==> config.mk <==
export PLATFORM = sky130hd
export DESIGN_NAME = branch_flag_unit
export DESIGN_NICKNAME = d
export VERILOG_FILES = /design/src/rtl/branch_flag_unit.sv
export SDC_FILE = /design/constraint.sdc
export NUM_CORES = 1
export LEC_CHECK = 0
export BUFFER_PORTS_ARGS = -buffer_cell sky130_fd_sc_hd__buf_2
export CAP_MARGIN = 20
export CELL_PAD_IN_SITES_DETAIL_PLACEMENT = 0
export CELL_PAD_IN_SITES_GLOBAL_PLACEMENT = 1
export CORE_ASPECT_RATIO = 0.5
export CORE_MARGIN = 4
export CORE_UTILIZATION = 45
export DETAILED_ROUTE_END_ITERATION = 8
export PLACE_DENSITY_LB_ADDON = 0.1
export REMOVE_ABC_BUFFERS = 1
export SETUP_SLACK_MARGIN = 0.15
export SLEW_MARGIN = 20
export SYNTH_ARGS = -nofsm -noshare
export SYNTH_HDL_FRONTEND = slang
export SYNTH_SLANG_ARGS = --single-unit
==> constraint.sdc <==
create_clock -name clk -period 3.69 [get_ports clk]
set_input_delay 0.738 -clock clk [delete_from_list [all_inputs] [get_ports clk]]
set_output_delay 0.738 -clock clk [all_outputs]
set_load 0.03 [all_outputs]
==> src/rtl/branch_flag_unit.sv <==
// Branch/flag unit: latches comparator results into ZF/SF, tracks an outstanding
// compare, resolves conditional branches against the registered flags, owns the PC
// and drives a fixed-length flush after every taken branch.
module branch_flag_unit #(
  parameter int unsigned       ADDR_W       = 20,
  parameter logic [ADDR_W-1:0] RESET_PC     = '0,
  parameter int unsigned       FLUSH_CYCLES = 2
) (
  input  logic              clk,
  input  logic              rst_n,
  input  logic              cmp_issue,
  input  logic              cmp_valid,
  input  logic [1:0]        cmp_kind,
  input  logic              cmp_flag,
  input  logic              br_valid,
  output logic              br_ready,
  input  logic [2:0]        br_cond,
  input  logic [ADDR_W-1:0] br_target,
  input  logic              pc_inc,
  output logic [ADDR_W-1:0] pc,
  output logic              taken,
  output logic              flush,
  output logic              zf,
  output logic              sf
);

  localparam int unsigned     CntW    = (FLUSH_CYCLES > 1) ? $clog2(FLUSH_CYCLES) : 1;
  localparam logic [CntW-1:0] CntLast = CntW'(FLUSH_CYCLES - 1);

  typedef enum logic [1:0] {
    StIdle,
    StWaitFlag,
    StResolve,
    StFlush
  } state_e;

  state_e            state_q, state_d;
  logic              pending_q, pending_d;
  logic              zf_q, zf_d;
  logic              sf_q, sf_d;
  logic [ADDR_W-1:0] pc_q, pc_d;
  logic [2:0]        cond_q, cond_d;
  logic [ADDR_W-1:0] target_q, target_d;
  logic [CntW-1:0]   cnt_q, cnt_d;
  logic              taken_q, taken_d;
  logic              ready_q, ready_d;
  logic              accept;
  logic              cond_true;

  assign accept = br_valid & ready_q;

  // Flag writes and outstanding-compare tracking; a new issue wins over a completion.
  always_comb begin
    zf_d = zf_q;
    sf_d = sf_q;
    if (cmp_valid) begin
      unique case (cmp_kind)
        2'b00:        zf_d = cmp_flag;
        2'b01, 2'b10: sf_d = cmp_flag;
        default:      ;  // reserved kind: no flag write
      endcase
    end
    if (cmp_issue) begin
      pending_d = 1'b1;
    end else if (cmp_valid) begin
      pending_d = 1'b0;
    end else begin
      pending_d = pending_q;
    end
  end

  // Branch condition, evaluated on the registered flags only.
  always_comb begin
    cond_true = 1'b0;
    unique case (cond_q)
      3'b000:  cond_true = 1'b1;
      3'b001:  cond_true = zf_q;
      3'b010:  cond_true = ~zf_q;
      3'b011:  cond_true = sf_q;
      3'b100:  cond_true = ~sf_q;
      default: cond_true = 1'b0;
    endcase
  end

  // Branch FSM next state, PC update and taken pulse.
  always_comb begin
    state_d  = state_q;
    pc_d     = pc_q;
    cond_d   = cond_q;
    target_d = target_q;
    cnt_d    = cnt_q;
    taken_d  = 1'b0;
    unique case (state_q)
      StIdle: begin
        if (accept) begin
          cond_d   = br_cond;
          target_d = br_target;
          state_d  = (pending_q || cmp_valid) ? StWaitFlag : StResolve;
        end else if (pc_inc) begin
          pc_d = pc_q + ADDR_W'(1);
        end
      end
      StWaitFlag: begin
        // Flags are registered by the time RESOLVE evaluates them.
        if (!pending_d) begin
          state_d = StResolve;
        end
      end
      StResolve: begin
        if (cond_true) begin
          pc_d    = target_q;
          taken_d = 1'b1;
          cnt_d   = '0;
          state_d = StFlush;
        end else begin
          pc_d    = pc_q + ADDR_W'(1);
          state_d = StIdle;
        end
      end
      StFlush: begin
        if (cnt_q == CntLast) begin
          state_d = StIdle;
        end else begin
          cnt_d = cnt_q + CntW'(1);
        end
      end
      default: state_d = StIdle;
    endcase
    ready_d = (state_d == StIdle);
  end

  // State registers; reset aborts any branch or flush in progress.
  always_ff @(posedge clk or negedge rst_n) begin
    if (!rst_n) begin
      state_q   <= StIdle;
      pending_q <= 1'b0;
      zf_q      <= 1'b0;
      sf_q      <= 1'b0;
      pc_q      <= RESET_PC;
      cond_q    <= '0;
      target_q  <= '0;
      cnt_q     <= '0;
      taken_q   <= 1'b0;
      ready_q   <= 1'b0;
    end else begin
      state_q   <= state_d;
      pending_q <= pending_d;
      zf_q      <= zf_d;
      sf_q      <= sf_d;
      pc_q      <= pc_d;
      cond_q    <= cond_d;
      target_q  <= target_d;
      cnt_q     <= cnt_d;
      taken_q   <= taken_d;
      ready_q   <= ready_d;
    end
  end

  assign pc       = pc_q;
  assign taken    = taken_q;
  assign flush    = (state_q == StFlush);
  assign br_ready = ready_q;
  assign zf       = zf_q;
  assign sf       = sf_q;

endmodule

[Yosys cells after proc, flatten, opt, wreduce, memory -nomap -nowiden]
Index checks and enable logic that the tools add are counted.
Widths: inputs -> output; s select.
Storage, ports and cells
  bits in registers: 51
  latch bits: 0
  memory bits (writable): 0
  bits in read-only memories: 0
  output and inout bits: 25
  logic and storage cells: 58
  memories: 0
Cells by class
  $add $sub $neg: 2
  $mul: 0
  divide/modulo/power cells: 0
  order comparisons: 0
  equal/unequal tests: 12
  shifts and indexed selects: 0
  multiplexer cells: 18
  bitwise logic cells: 3
  reduce and logical (&&, ||, !) cells: 13
Operators by type and width (count)
  $mux 20: 3
  $pmux 20 s2: 1
  $add 20x1->20 const B: 1
  $mux 2: 5
  $pmux 2 s4: 1
  $reduce_and 2->1: 4
  $eq 2x2->1 const B: 3
  $eq 3x2->1 const B: 2
  $logic_not 2->1: 3
  $mux 1: 6
  $ne 2x2->1 const B: 3
  $pmux 1 s5: 1
  $eq 2x1->1 const B: 2
  $reduce_bool 2->1: 2
  $eq 3x1->1 const B: 1
  $eq 3x3->1 const B: 1
  $logic_not 3->1: 1
  $reduce_and 3->1: 1
  $not 1->1: 2
  $pmux 1 s2: 1
  $reduce_or 2->1: 1
  $add 1x1->1 const B: 1
  $and 1x1->1: 1
  $logic_or 1x1->1: 1

[Longest topological paths before layout]
  depth after elaboration: 5
  mapped depth: 7
  gate-level depth less buffers: 6

[Worst setup path before layout]
No wires, ideal clock.
  kind: register -> register
  start point: register pc_q[0] (netlist: pc[0])
  end point: register pc_q[18] (netlist: pc[18])
  setup time: 0.080 ns
  data arrival time: 1.754 ns
  slack: 1.856 ns
  cell stages (with the launch flop): 7
  clock period less this slack: 1.834 ns
  cell sequence: dfrtp_1 -> ha_1 -> nand3_2 -> nor4_4 -> nand4_1 -> a21oi_1 -> a2bb2oi_1
On the way
  cells in the longest elaborated chain, start to end: 4
  elaborated cells on any way between the ends: 5
RTL lines
  start, declared: line 41  | logic [ADDR_W-1:0] pc_q, pc_d;
  start signal, assigned: line 150  | pc_q <= pc_d;
  $add 20x1->20 *: line 100, 116
  $mux 20: line 99  | end else if (pc_inc) begin
  $mux 20: line 95  | if (accept) begin
  $pmux 20 s2 *: line 93  | unique case (state_q)
Mark *: on every way between the ends. The rest lies on a longest branch, timed or not. The select of a mux whose other input is x is not followed.
A chain may end at the register's enable or synchronous reset.

[Final worst setup path]
  start point: register pc_q[2] (netlist: pc[2])
  end point: register pc_q[17] (netlist: pc[17])
Same word-level chain as after synthesis.

==> out/results.txt <==
Syn Inst Count: 233
Finished Cell Area: 0.003083 sq mm
Crit Path Max Fanout: 14
Clock buffer depth: 2
H-tree depth: 2
Gate power share: 0.410
Hold Crit Class: reg -> reg
Final Max Slew Viols: 0
End of the worst hold path: target_q[19]
Leak: 1.489 nW
Worst Max-Slew Pin Slew: 0.9419 ns
Root buffer cell: clkbuf_16
Core area: 0.005515 sq mm
Row count: 19
Psw: 1.113 mW
Die width: 115.1 um
WS Path Type: reg -> reg
Hold path depth: 1
Ratio of cells with drive above 1 in the final layout: 0.3448
Vias in the first global route: 1869
Wire per inst: 15.35 um
Outcome: completed
Worst Skew: 0.003908 ns
Yosys reg bits: 51
R2R cell count: 5
Internal: 1.622 mW
Syn. warnings: 0
Switching Share: 0.4069
Max VDD drop: 0.3665 mV
Drt drc: 0
Synthesis-to-layout area growth: 19.38%
CTS Hold Bufs: 0
Min Tclk post-route: 2.029 ns
Synth unique cells: 40
Starting Density: 0.4682
Max stage delay on crit path: 0.74 ns
Seq/Total Area, Yosys: 0.4942
# resized after CTS: 0
Die H: 61.57 um
Initial antenna violation count: 0
Vias per inst: 5.444
Final ANT Viol Nets: 0
Worst-path clk slew: 0.07 ns
GRT Total Usage: 0.1685
IO buf count: 56
Slew HR: 0.3697
Sequential power share: 0.395
P per Cell Area: 887.2 mW/mm^2
Slowest-stage cell, CP: nor2_1
Max Freq: 492.8 MHz
Avg Synthesized Cell Area: 11.08 sq um
Max_cap viols: 0
Final period util: 0.5499
Most frequent cells in the layout: buf_2 (56), dfrtp_1 (51), mux2_2 (23)
Final setup viols: 0
Post-Route WL: 5.571 mm
Hold Violations, Final: 0
Area of the mapped netlist: 0.002582 sq mm
Placed inst area: 0.002909 sq mm
Drt first-iter violations: 116
Full die area: 0.007088 sq mm
Commonest non-fill, non-tap cell in the layout: buf_2
Clock buffer count from CTS: 5
HPWL Detailed: 3.869 mm
Clock power share: 0.195
Post CTS Setup Buffer Count: 0
Unrepaired setup endpoints after global routing: false
Largest net degree at the start of global routing: 42
GRT overflow: 0
Diode count: 0
Reg-to-Reg End: pc[17]
CP Launch Type: flip-flop
Crit-path most repeated cell: nand4_1
Clk_lat worst skew: 0.28 ns
Drt pass-1 iters: 4
Reg2reg setup slack: 1.66 ns
CP Cell Sequence: nand4_1 > nor2_1 > and4_1 > nand4_1 > o221a_1
# nets final: 323
Post-Route Setup TNS: 0 ns
First-pass GRT wire length: 9.163 mm
Routability cong.: 0.7412
Sink Count: 51
WHS: 0.5073 ns
Arrival @ worst endpoint: 2.20 ns
Min-delay src: target_q[19]
CP Capture Type: flip-flop
Vias: 1976
CTS tree: done
WP data required: 3.87 ns
Reg2Reg Launch Point: pc[2]
I/O pin count: 57
-- per-layer routing --
metal,track usage,share of wire,vias up
met3,0.05986,0.071,2
met4,0.04181,0.0032,0
met2,0.2755,0.44,56
met5,0,0,-
met1,0.2185,0.49,951
li1,-,-,967
-- state kept, by name, summed over array words and instances (netlist names) --
register   count
state_q        2
zf             1
cnt_q          1
sf             1
cond_q         3
br_ready       1
pc            20
target_q      20
pending_q      1
taken          1
-- worst max-delay path: cells and delay by family (launching register included) --
family | cells | cell delay, ns
AND/OR/NAND/NOR | 4 | 1.34
AO/OA/AOI/OAI | 1 | 0.14
flip-flops | 1 | 0.43
-- how the worst max path moves through the flow --
| stage | startpoint | to | slack (ns) | cells after the start |
|---|---|---|---|---|
| 6_report | pc[2] | pc[17] | 1.66 | 5 |
| 2_1_floorplan | zf | pc[17] | 1.28 | 6 |
| 3_5_place_dp | br_valid | target_q[10] | 1.52 | 5 |
| 5_1_grt | pc[0] | pc[17] | 1.54 | 5 |
| 4_1_cts | pc[2] | pc[17] | 1.69 | 5 |
| 3_3_place_gp | br_valid | target_q[9] | 1.56 | 5 |
-- power by group through the flow --
| stage | Sequential [mW] | Combinational, mW | Clock (mW) |
|---|---|---|---|
| final | 1.08 | 1.12 | 0.534 |
| after global routing | 1.13 | 1.22 | 0.577 |
| after CTS | 1.08 | 1.13 | 0.550 |
| after detailed placement | 1.09 | 1.13 | 0 |
| after global placement | 1.08 | 1.11 | 0 |
| after floorplan | 1.27 | 0.587 | 0 |
-- Yosys cell counts (all sizes together) --
master   number  share of area
o2bb2ai       1         0.0034
ha            2         0.0097
nand2        17          0.026
nor2b         1         0.0024
and4          4          0.014
nand4         8          0.022
a221o         1         0.0039
a2bb2oi      12          0.041
o21a          1         0.0029
nor3          4          0.012
a41oi         1         0.0034
clkbuf        2         0.0029
buf          10          0.029
a21boi        1         0.0029
o21ai         8          0.016
o22ai         2         0.0048
mux2         24           0.10
dfrtp        51           0.49
o221a         1         0.0044
a21oi        17          0.033
o21bai        1         0.0029
a22oi         3         0.0087
mux2i        19          0.074
nor4          2          0.011
nand3        12          0.025
inv          14          0.020
and3          2         0.0048
nor2         10          0.016
a211o         2         0.0068
-- layout make-up --
cell class	count	area, sq um
clock buffers	6	138.9
clock inverters	2	35.03
fillers	499	2432
inverters	14	52.55
multi-input cells	156	1171
flip-flops and latches	51	1276
well taps	73	91.34
repair buffers	61	317.8
-- through the flow --
| step | utilization | power (mW) | cells | setup slack (ns) |
|---|---|---|---|---|
| after detailed placement | 0.5275 | 2.223 | 355 | 1.524 |
| after CTS | 0.5590 | 2.764 | 363 | 1.686 |
| final | 0.5590 | 2.735 | 363 | 1.661 |
| after global routing | 0.5590 | 2.921 | 363 | 1.541 |
| after floorplan | - | 1.859 | 221 | 1.282 |
| after global placement | 0.5275 | 2.191 | 355 | 1.555 |
-- logic make-up after synthesis --
group | count (synthesis) | synth area share
multiplexers | 43 | 0.1783
AO/OA/AOI/OAI | 51 | 0.1332
adder cells (fa/ha/maj) | 2 | 0.009688
buffers and inverters | 26 | 0.05233
flip-flops | 51 | 0.4942
AND/OR/NAND/NOR | 60 | 0.1323
Power figures use the tool's default switching activity.
